--- src/rtl/odma_lite_pkg.sv ---
// rtl/odma_lite_pkg.sv - shared types and constants for the AXI4-Lite command initiator
// Contents:
//   state_t      - controller state encoding
//   RESP_OKAY    - AXI OKAY response code
//   RESP_SLVERR  - AXI SLVERR response code, also reported on timeout
package odma_lite_pkg;

    typedef enum logic [2:0] {
        ST_IDLE,
        ST_WR_REQ,
        ST_WR_RESP,
        ST_RD_REQ,
        ST_RD_RESP,
        ST_DRAIN
    } state_t;

    localparam logic [1:0] RESP_OKAY   = 2'b00;
    localparam logic [1:0] RESP_SLVERR = 2'b10;

endpackage

--- src/rtl/odma_lite_master.sv ---
// rtl/odma_lite_master.sv - single-outstanding AXI4-Lite initiator driven by register commands
// Ports:
//   clk, rst_n                          - clock, asynchronous active-low reset
//   cmd_valid/ready/write/addr/wdata/wstrb - command input (one command at a time)
//   rsp_valid/ready/rdata/resp/timeout  - response output, held until consumed
//   m_lite_aw*, m_lite_w*, m_lite_b*    - AXI4-Lite write channels (master side)
//   m_lite_ar*, m_lite_r*               - AXI4-Lite read channels (master side)
module odma_lite_master
    import odma_lite_pkg::*;
#(
    parameter int AXIL_ADDR_WIDTH = 32,
    parameter int AXIL_DATA_WIDTH = 32,
    parameter int TIMEOUT_CYCLES  = 1024,
    parameter int TIMEOUT_W       = 16
) (
    input  logic                         clk,
    input  logic                         rst_n,

    input  logic                         cmd_valid,
    output logic                         cmd_ready,
    input  logic                         cmd_write,
    input  logic [AXIL_ADDR_WIDTH-1:0]   cmd_addr,
    input  logic [AXIL_DATA_WIDTH-1:0]   cmd_wdata,
    input  logic [AXIL_DATA_WIDTH/8-1:0] cmd_wstrb,

    output logic                         rsp_valid,
    input  logic                         rsp_ready,
    output logic [AXIL_DATA_WIDTH-1:0]   rsp_rdata,
    output logic [1:0]                   rsp_resp,
    output logic                         rsp_timeout,

    output logic                         m_lite_awvalid,
    output logic [AXIL_ADDR_WIDTH-1:0]   m_lite_awaddr,
    input  logic                         m_lite_awready,
    output logic                         m_lite_wvalid,
    output logic [AXIL_DATA_WIDTH-1:0]   m_lite_wdata,
    output logic [AXIL_DATA_WIDTH/8-1:0] m_lite_wstrb,
    input  logic                         m_lite_wready,
    input  logic                         m_lite_bvalid,
    input  logic [1:0]                   m_lite_bresp,
    output logic                         m_lite_bready,
    output logic                         m_lite_arvalid,
    output logic [AXIL_ADDR_WIDTH-1:0]   m_lite_araddr,
    input  logic                         m_lite_arready,
    input  logic                         m_lite_rvalid,
    input  logic [AXIL_DATA_WIDTH-1:0]   m_lite_rdata,
    input  logic [1:0]                   m_lite_rresp,
    output logic                         m_lite_rready
);

    localparam logic [TIMEOUT_W:0] TIMEOUT_LIMIT = (TIMEOUT_W + 1)'(TIMEOUT_CYCLES);

    state_t               state;
    logic [TIMEOUT_W-1:0] cnt;

    logic aw_fire, w_fire, ar_fire, b_fire, r_fire;
    logic wr_req_done;
    logic cnt_en;
    logic timeout_hit;
    logic real_done;
    logic timeout_now;

    assign aw_fire = m_lite_awvalid & m_lite_awready;
    assign w_fire  = m_lite_wvalid  & m_lite_wready;
    assign ar_fire = m_lite_arvalid & m_lite_arready;
    assign b_fire  = m_lite_bvalid  & m_lite_bready;
    assign r_fire  = m_lite_rvalid  & m_lite_rready;

    // The last outstanding AW/W beat completes this cycle (either order, or both at once).
    assign wr_req_done = (m_lite_awvalid | m_lite_wvalid)
                       & (~m_lite_awvalid | m_lite_awready)
                       & (~m_lite_wvalid  | m_lite_wready);

    assign cnt_en = (state == ST_WR_REQ) || (state == ST_WR_RESP) ||
                    (state == ST_RD_REQ) || (state == ST_RD_RESP);

    // Fires on the edge at which the counter would reach the limit.
    assign timeout_hit = (TIMEOUT_CYCLES != 0) &&
                         (({1'b0, cnt} + (TIMEOUT_W + 1)'(1)) >= TIMEOUT_LIMIT);

    // A real response arriving on the timeout edge takes priority.
    assign real_done = ((state == ST_WR_RESP) && b_fire) ||
                       ((state == ST_RD_RESP) && r_fire);

    assign timeout_now = cnt_en && timeout_hit && !real_done;

    always_ff @(posedge clk or negedge rst_n) begin
        if (!rst_n) begin
            state          <= ST_IDLE;
            cnt            <= '0;
            cmd_ready      <= 1'b0;
            rsp_valid      <= 1'b0;
            rsp_rdata      <= '0;
            rsp_resp       <= RESP_OKAY;
            rsp_timeout    <= 1'b0;
            m_lite_awvalid <= 1'b0;
            m_lite_awaddr  <= '0;
            m_lite_wvalid  <= 1'b0;
            m_lite_wdata   <= '0;
            m_lite_wstrb   <= '0;
            m_lite_bready  <= 1'b0;
            m_lite_arvalid <= 1'b0;
            m_lite_araddr  <= '0;
            m_lite_rready  <= 1'b0;
        end else begin
            // Channel handshakes are handled outside the state case so that
            // DRAIN completes pending beats exactly like the normal path.
            if (aw_fire) begin
                m_lite_awvalid <= 1'b0;
            end
            if (w_fire) begin
                m_lite_wvalid <= 1'b0;
            end
            if (wr_req_done) begin
                m_lite_bready <= 1'b1;
            end
            if (ar_fire) begin
                m_lite_arvalid <= 1'b0;
                m_lite_rready  <= 1'b1;
            end

            if (rsp_valid && rsp_ready) begin
                rsp_valid   <= 1'b0;
                rsp_rdata   <= '0;
                rsp_resp    <= RESP_OKAY;
                rsp_timeout <= 1'b0;
            end

            if (cnt_en && (cnt != '1)) begin
                cnt <= cnt + 1'b1;
            end

            case (state)
                ST_IDLE: begin
                    if (cmd_valid && cmd_ready) begin
                        cmd_ready     <= 1'b0;
                        cnt           <= '0;
                        m_lite_awaddr <= cmd_addr;
                        m_lite_araddr <= cmd_addr;
                        m_lite_wdata  <= cmd_wdata;
                        m_lite_wstrb  <= cmd_wstrb;
                        if (cmd_write) begin
                            m_lite_awvalid <= 1'b1;
                            m_lite_wvalid  <= 1'b1;
                            state          <= ST_WR_REQ;
                        end else begin
                            m_lite_arvalid <= 1'b1;
                            state          <= ST_RD_REQ;
                        end
                    end else begin
                        // Open for commands once the previous response is gone.
                        cmd_ready <= !rsp_valid || rsp_ready;
                    end
                end
                ST_WR_REQ: begin
                    if (wr_req_done) begin
                        state <= ST_WR_RESP;
                    end
                end
                ST_WR_RESP: begin
                    if (b_fire) begin
                        rsp_valid     <= 1'b1;
                        rsp_rdata     <= '0;
                        rsp_resp      <= m_lite_bresp;
                        rsp_timeout   <= 1'b0;
                        m_lite_bready <= 1'b0;
                        state         <= ST_IDLE;
                    end
                end
                ST_RD_REQ: begin
                    if (ar_fire) begin
                        state <= ST_RD_RESP;
                    end
                end
                ST_RD_RESP: begin
                    if (r_fire) begin
                        rsp_valid     <= 1'b1;
                        rsp_rdata     <= m_lite_rdata;
                        rsp_resp      <= m_lite_rresp;
                        rsp_timeout   <= 1'b0;
                        m_lite_rready <= 1'b0;
                        state         <= ST_IDLE;
                    end
                end
                ST_DRAIN: begin
                    // Late beats are accepted and thrown away.
                    if (b_fire) begin
                        m_lite_bready <= 1'b0;
                        state         <= ST_IDLE;
                    end else if (r_fire) begin
                        m_lite_rready <= 1'b0;
                        state         <= ST_IDLE;
                    end
                end
                default: begin
                    state <= ST_IDLE;
                end
            endcase

            if (timeout_now) begin
                rsp_valid   <= 1'b1;
                rsp_timeout <= 1'b1;
                rsp_resp    <= RESP_SLVERR;
                rsp_rdata   <= '0;
                state       <= ST_DRAIN;
            end
        end
    end

endmodule

--- config.mk ---
export PLATFORM = sky130hd
export DESIGN_NAME = odma_lite_master
export DESIGN_NICKNAME = d
export VERILOG_FILES = /design/src/rtl/odma_lite_pkg.sv /design/src/rtl/odma_lite_master.sv
export SDC_FILE = /design/constraint.sdc
export NUM_CORES = 1
export LEC_CHECK = 0
export BUFFER_PORTS_ARGS = -buffer_cell sky130_fd_sc_hd__buf_2
export CAP_MARGIN = 20
export CORE_UTILIZATION = 35
export DETAILED_ROUTE_END_ITERATION = 12
export PLACE_DENSITY = 0.67
export SKIP_LAST_GASP = 1
export SYNTH_ARGS = -nofsm -noshare
export SYNTH_HDL_FRONTEND = slang
export SYNTH_SLANG_ARGS = --single-unit
--- constraint.sdc ---
create_clock -name clk -period 5.4 [get_ports clk]
set_input_delay 0.54 -clock clk [delete_from_list [all_inputs] [get_ports clk]]
set_output_delay 0.54 -clock clk [all_outputs]
set_load 0.1 [all_outputs]
==> results of run 1 <==
## logic make-up after synthesis
| logic type | after synthesis | share of synthesized area, % |
|---|---|---|
| XOR/XNOR | 17 | 2.58 |
| AO/OA/AOI/OAI | 65 | 8.61 |
| adder cells (fa/ha/maj) | 2 | 0.433 |
| buffers and inverters | 66 | 6.82 |
| flip-flops | 129 | 55.8 |
| AND/OR/NAND/NOR | 357 | 25.2 |
| multiplexers | 3 | 0.563 |
## worst max-delay path: stages (launching register included)
cell	delay, ns
dfrtp_1	0.42
ha_1	0.19
nand3_1	0.17
nor3_1	0.24
mux2_2	0.35
a211o_1	0.33
nor3_1	0.57
o311ai_0	0.19
## worst paths after layout
check | slack (ns) | startpoint | depth (start not counted) | end
setup / recovery | 2.77 | cnt[0] | 7 | state[0]
min in group clk | 0.31 | cmd_wdata[1] | 3 | m_lite_wdata[1]
hold / removal | 0.23 | rst_n | 1 | m_lite_araddr[4]
setup reg to reg | 2.77 | cnt[0] | 7 | state[0]
hold reg to reg | 0.47 | m_lite_wdata[31] | 2 | m_lite_wdata[31]
max in group asynchronous | 3.84 | rst_n | 2 | m_lite_wdata[13]
## metrics by stage
step           cell area (um2)  std cells  setup WS (ns)
2_1_floorplan             5780        639           2.67
3_3_place_gp              7000       1052           2.84
3_5_place_dp              7000       1052           2.81
4_1_cts                   7550       1084           2.79
5_1_grt                   7560       1085           2.56
6_report                  7560       1085           2.77
## per-layer routing
metal	vias to the layer above	track usage, %	share of wire, %
li1	2460	-	-
met1	2276	21.1	45
met2	188	24.6	46
met3	10	5.66	8.6
met4	0	6.36	0.93
met5	-	0	0
## sequential cells by signal, summed over array words and instances, names as in the netlist
| signal | cells |
|---|---|
| m_lite_wdata | 32 |
| cmd_ready | 1 |
| rsp_resp | 2 |
| m_lite_bready | 1 |
| m_lite_wvalid | 1 |
| m_lite_araddr | 32 |
| m_lite_rready | 1 |
| state | 3 |
| cnt | 16 |
| m_lite_awvalid | 1 |
| rsp_rdata | 32 |
| rsp_valid | 1 |
| rsp_timeout | 1 |
| m_lite_arvalid | 1 |
| m_lite_wstrb | 4 |
## layout by cell type (no fill, tap or decap), types with 3 or more instances in the layout
cell	count
nor3_1	9
nor4_1	3
o21ai_1	6
clkbuf_16	17
nand4_1	3
o21ai_0	7
o21ai_2	24
xnor2_1	9
xor2_1	8
inv_1	4
clkinvlp_4	3
buf_2	254
a21oi_1	7
nand3_1	15
o31ai_1	3
nand2_1	283
nand2b_1	3
inv_6	7
a21o_1	3
nor2_1	25
dfrtp_1	129
buf_4	5
## layout make-up
class	instances	area [um2]
Timing Repair Buffer	260	1320
Inverter	4	15.0
Clock inverter	15	123
Tap cell	216	270
Sequential cell	129	3230
Fill cell	1586	8440
Clock buffer	17	425
Multi-Input combinational cell	444	2180
==> impl_metrics.toml, run 1 <==
[layout]
final_nets = 972
n_antenna_cell = 0
final_util_pct = 47.3
areaGrowthSynthToFinish_pct = 30.8
drive_gt1_share_pct = 38.0

[drt]
drt_iter0_drc = 189
wl_um = 14200
vias_per_cell = 4.55
ant_nets = 0
drc = 0
drt_first_pass_iters = 4
vias = 4934
routedWlPerCell_um = 13.1

[sta]
finClkSkew_ns = 0.00851
finalHoldViolations = 0
fin_crit_ns = 2.63
rsz0062_at_grt = "no"
max_freq_mhz = 381
timing.hold.ws_ns = 0.232
setup_viol = 0
worstMarginPinSlew_ns = 0.854
slew_violations = 0
finalSetupTns_ns = 0
maxSlewHeadroom_pct = 43.0
fin_crit_sh_pct = 48.6

[clocking]
clock_sinks = 129
clk_pin_slew_worst_paths_ns = 0.06
ctsResizeCount = 0
numCtsBuffers = 17
clk_root_buffer_cell = "clkbuf_16"
clkLatencyLatePin_ns = 0.41
postCtsSetupBuffers = 0
cts_max_path_buffers = 2
ctsHoldBuffers = 0
cts_tree = "done"
h-tree-depth = 4

[critical_path]
crit_arrival_ns = 2.86
end_kind = "flip-flop"
worstPathMaxFanout = 7
critical_path_required_ns = 5.64
critPathKind = "reg2reg"
start_kind = "flip-flop"

[outcome]
status = "finished, final reports clean"

[yosys]
yosys.cell_count.top_type = "nand2_1"
yosys_warnings = 0
ys_ff_latch = 129
synth-async-reset-ratio_pct = 100
synth.net_count = 755
synthFlopType = "dfrtp_1"
synth_top_area_share_pct = 55.8
syn_inst = 639
synth_cell_type_count = 47
syn_area_per_cell_um2 = 9.05
synth_edf_count = 0
syn_area_um2 = 5780
synth_top_area_cell = "dfrtp_1"
ys_seq_area_share_pct = 55.8
yosys-top-cells-count = "nand2_1, dfrtp_1, buf_4, clkbuf_1, nor2_1"
synth.area.top_cells = "dfrtp_1, nand2_1, buf_4"

[global_route]
grt_pass1_vias = 4386
grt_overflow = 0
grt_pass1_wl_um = 21400
track_usage_pct = 16.2
grt_antenna_before_repair = 0
grt_max_degree = 68

[placed_design]
gp_congestion = 0.791
dp_hpwl_um = 9920
io_buffers = 255

[floorplanning]
start_util_pct = 36.1
rows = 46
fp.dieW_um = 131
pin_count = 256
die_area_um2 = 17000
die_y_um = 131
core_area_um2 = 16000

[min_path]
hp-class = "in2async"

[run]
drv_cap = 0
Power of run 1 is left out: the tool's default activity adds up to more than one toggle a clock period on the data nets, which glitch-free logic cannot reach.
==> run 2: changes to the inputs <==
==> constraint.sdc (replaced) <==
create_clock -name clk -period 2.5 [get_ports clk]
set_input_delay 0.25 -clock clk [delete_from_list [all_inputs] [get_ports clk]]
set_output_delay 0.25 -clock clk [all_outputs]
set_load 0.1 [all_outputs]
==> impl_metrics.toml, run 2 (synthesized netlist as in run 1, its figures left out) <==
[sta]
rsz0062_at_grt = "no"
finalHoldViolations = 0
maxSlewHeadroom_pct = 46.9
slew_violations = 0
worstMarginPinSlew_ns = 0.797
fin_crit_sh_pct = 97.0
fin_crit_ns = 2.42
timing.hold.ws_ns = 0.0234
finClkSkew_ns = 0.0102
fin_ws_ns = 0.0758
setup_viol = 0
finalSetupTns_ns = 0
max_freq_mhz = 413

[clocking]
postCtsSetupBuffers = 0
h-tree-depth = 4
numCtsBuffers = 17
cts_tree = "done"
clkLatencyLatePin_ns = 0.41
cts_max_path_buffers = 2
clk_root_buffer_cell = "clkbuf_16"
clk_pin_slew_worst_paths_ns = 0.06
clock_sinks = 129

[critical_path]
r2r_end = "rsp_rdata[13]"
slowest_delay_ns = 0.47
crit_arrival_ns = 2.76
critical_path_required_ns = 2.83
start_kind = "flip-flop"
critPathKind = "reg2reg"
path_cells = "ha_1 > nand3_1 > buf_4 > nor3_2 > or3_1 > a211o_1 > o41a_4 > buf_4 > o21ai_2"
reg2regPathDepth = 9
end_kind = "flip-flop"
startpoint = "cnt[0]"
worstSetupEndpoint = "rsp_rdata[13]"
reg2reg_slack_ns = 0.08
cp_slowest_cell = "o41a_4"
crit_top_cell = "buf_4"
reg2reg_from = "cnt[0]"
worstPathMaxFanout = 9

[floorplanning]
core_area_um2 = 16000
die_y_um = 131
die_area_um2 = 17000
rows = 46
start_util_pct = 36.1
pin_count = 256
fp.dieW_um = 131

[drt]
drt_first_pass_iters = 5
wl_um = 14500
vias = 5058
routedWlPerCell_um = 13.1
drt_iter0_drc = 250
ant_nets = 0
vias_per_cell = 4.59
drc = 0

[global_route]
grt_overflow = 0
track_usage_pct = 17.0
grt_pass1_vias = 4758
grt_antenna_before_repair = 0
grt_max_degree = 75
grt_pass1_wl_um = 22500

[placed_design]
place_ws_ns = 0.0742
dpl-instance-area_um2 = 7160
dp_hpwl_um = 10200
gp_congestion = 0.786
io_buffers = 255

[layout]
final_common_cell = "nand2_1"
final_cell_area_um2 = 7720
n_antenna_cell = 0
drive_gt1_share_pct = 39.2
final_nets = 988
final_cell_mix = "nand2_1, buf_2, dfrtp_1"
largestRegisters = "m_lite_araddr: 32 flops, m_lite_wdata: 32 flops, rsp_rdata: 32 flops"
areaGrowthSynthToFinish_pct = 33.6

[min_path]
hp-class = "in2reg"

[run]
drv_cap = 0

[outcome]
status = "finished, final reports clean"
run 2: changes by cell type in the layout (fill, tap and decap cells not counted), moves of 2 or more:
cell,change
clkinvlp_4,+2
clkinv_2,-2
buf_4,+13
buf_12,+3
run 2: worst min-delay path by stage:
stage                             end  slack (ns)    startpoint  cells past startpoint
finish              m_lite_araddr[29]        0.02  cmd_addr[29]                      3
global route        m_lite_araddr[16]        0.01  cmd_addr[16]                      3
CTS                   m_lite_wdata[1]       0.003  cmd_wdata[1]                      3
detailed placement   m_lite_araddr[1]        0.27         rst_n                      1
global placement     m_lite_araddr[1]        0.26         rst_n                      1
floorplan                   cmd_ready       -0.05         rst_n                      0
run 2: layer usage:
metal  global-route usage [%]  wire length, um  vias to the layer above
li1                         -                -                     2493
met3                     5.50             1070                       11
met2                     27.8             6870                      187
met5                        0                0                        -
met1                     21.0             6360                     2367
met4                     6.22              159                        0
run 2: cell type report:
class,count,area [um2]
fill,1571,8280
clock buffer,18,429
clock inverter,14,121
tap,216,270
multi-input combinational,444,2180
timing repair buffer,276,1480
inverter,4,15.0
sequential,129,3230
run 2: critical path: cells and delay by family, from the launching register on:
kind / cells / cell delay [ns]
flops: 1 / 0.39
fa+ha+maj: 1 / 0.21
compound gates: 3 / 0.91
simple gates: 3 / 0.50
buf+inv: 2 / 0.35
run 2: what timing repair did:
item,in CTS,in global routing
endpoints found under the setup margin,0,16
endpoints found under the hold margin,38,0
hold buffers,1,0
gates resized for setup,0,2
run 2: metrics by stage:
step | std cells | util, %
after floorplan | 639 | -
after global placement | 1068 | 44.7
after detailed placement | 1068 | 44.7
after CTS | 1101 | 48.2
after global routing | 1101 | 48.3
final | 1101 | 48.3
Power of run 2 is left out for the same reason.
==> run 3: changes to the inputs <==
--- a/config.mk
+++ b/config.mk
@@ -10,6 +10,7 @@
 export CORE_UTILIZATION = 35
 export DETAILED_ROUTE_END_ITERATION = 12
 export PLACE_DENSITY = 0.67
+export SETUP_SLACK_MARGIN = 0.3
 export SKIP_LAST_GASP = 1
 export SYNTH_ARGS = -nofsm -noshare
 export SYNTH_HDL_FRONTEND = slang
==> impl_metrics.toml, run 3 (synthesized netlist as in run 1, its figures left out) <==
[sta]
finClkSkew_ns = 0.00790
worstMarginPinSlew_ns = 0.804
max_freq_mhz = 437
timing.hold.ws_ns = 0.0294
fin_crit_ns = 2.29
slew_violations = 0
setup_viol = 0
maxSlewHeadroom_pct = 46.4
finalHoldViolations = 0
rsz0062_at_grt = "yes"
fin_crit_sh_pct = 91.6
finalSetupTns_ns = 0

[critical_path]
path_cells = "ha_4 > nand3_4 > nor3_4 > mux2_4 > a211o_1 > o41a_4 > clkbuf_16 > o21ai_2"
critPathKind = "reg2reg"
crit_arrival_ns = 2.62
end_kind = "flip-flop"
start_kind = "flip-flop"
slowest_delay_ns = 0.45
cp_slowest_cell = "o41a_4"
worstPathMaxFanout = 8
critical_path_required_ns = 2.83

[layout]
final_common_cell = "nand2_1"
n_antenna_cell = 0
final_cell_mix = "nand2_1, buf_2, dfrtp_1"
drive_gt1_share_pct = 41.5
largestRegisters = "m_lite_araddr: 32 flops, m_lite_wdata: 32 flops, rsp_rdata: 32 flops"
fillerInstances = 1565
areaGrowthSynthToFinish_pct = 38.5
final_nets = 993
multiInputGateArea_um2 = 2300
seq_area_um2 = 3240

[global_route]
grt_max_degree = 75
grt_overflow = 0
grt_pass1_vias = 4574
grt_antenna_before_repair = 0
grt_pass1_wl_um = 22200
track_usage_pct = 16.9

[clocking]
clk_root_buffer_cell = "clkbuf_16"
h-tree-depth = 4
clkLatencyLatePin_ns = 0.41
cts_max_path_buffers = 2
clock_sinks = 129
cts_tree = "done"
clk_pin_slew_worst_paths_ns = 0.06
numCtsBuffers = 17

[floorplanning]
start_util_pct = 36.1
core_area_um2 = 16000
die_y_um = 131
rows = 46
pin_count = 256
die_area_um2 = 17000
fp.dieW_um = 131

[placed_design]
dp_hpwl_um = 10200
gp_congestion = 0.844
io_buffers = 255

[drt]
drt_iter0_drc = 236
drt_first_pass_iters = 4
routedWlPerCell_um = 13.5
wl_um = 14900
ant_nets = 0
drc = 0
vias_per_cell = 4.53
vias = 5008

[min_path]
hp-class = "in2reg"

[run]
drv_cap = 0

[outcome]
status = "finished, final reports clean"
-- run 3: cell types whose count changed in the layout (fill, tap and decap cells not counted), sizes merged --
cell and change:
clkbuf +3, clkinvlp -1, buf +3, clkinv +1, bufinv +3, inv -5
-- run 3: area by class of cell --
class                           instances  area share [%]
Clock buffer                           19            5.66
Clock inverter                         12            1.95
Inverter                                4           0.188
Multi-Input combinational cell        444            28.7
Sequential cell                       129            40.4
Tap cell                              216            3.38
Timing Repair Buffer                  281            19.6
-- run 3: worst paths after layout --
kind / to / cells past startpoint / slack, ns / from
worst max-delay path: rsp_rdata[12] / 8 / 0.21 / cnt[1]
worst min-delay path: m_lite_araddr[28] / 3 / 0.03 / cmd_addr[28]
worst max register to register: rsp_rdata[12] / 8 / 0.21 / cnt[1]
worst min register to register: m_lite_wstrb[3] / 2 / 0.47 / m_lite_wstrb[3]
max in group asynchronous: m_lite_awvalid / 3 / 1.60 / rst_n
min in group asynchronous: m_lite_arvalid / 2 / 0.28 / rst_n
-- run 3: per-layer routing --
layer  share of wire (%)  vias to the layer above  GRT usage, %
met4                 1.8                        0          6.96
met3                 6.9                       17          5.29
li1                    -                     2493             -
met1                  45                     2314          21.8
met5                   0                        -             0
met2                  46                      184          26.2
-- run 3: metrics by stage --
step                worst slack (ns)  area (um2)  std cells  util, %
floorplan                      0.301        5820        639        -
global placement               0.160        7160       1064     44.7
detailed placement             0.122        7160       1064     44.7
CTS                            0.202        7840       1100     49.0
global route                   0.118        8000       1105     50.0
finish                         0.211        8000       1105     50.0
-- run 3: repair_timing --
item / in CTS / in global routing
pin swaps: 0 / 13
setup endpoints to repair: 31 / 39
setup buffers: 3 / 3
hold buffers: 1 / 0
endpoints found under the hold margin: 15 / 0
gates cloned: 1 / 2
resized for setup: 3 / 18
-- run 3: critical path, delay by kind of cell, from the launching register on --
| kind | cells | cell delay, ns |
|---|---|---|
| AOI/OAI and AO/OA | 3 | 0.89 |
| adders and majority gates | 1 | 0.16 |
| buffers and inverters | 1 | 0.21 |
| DFF | 1 | 0.40 |
| muxes | 1 | 0.31 |
| and+or+nand+nor | 2 | 0.26 |
Power of run 3 is left out for the same reason.
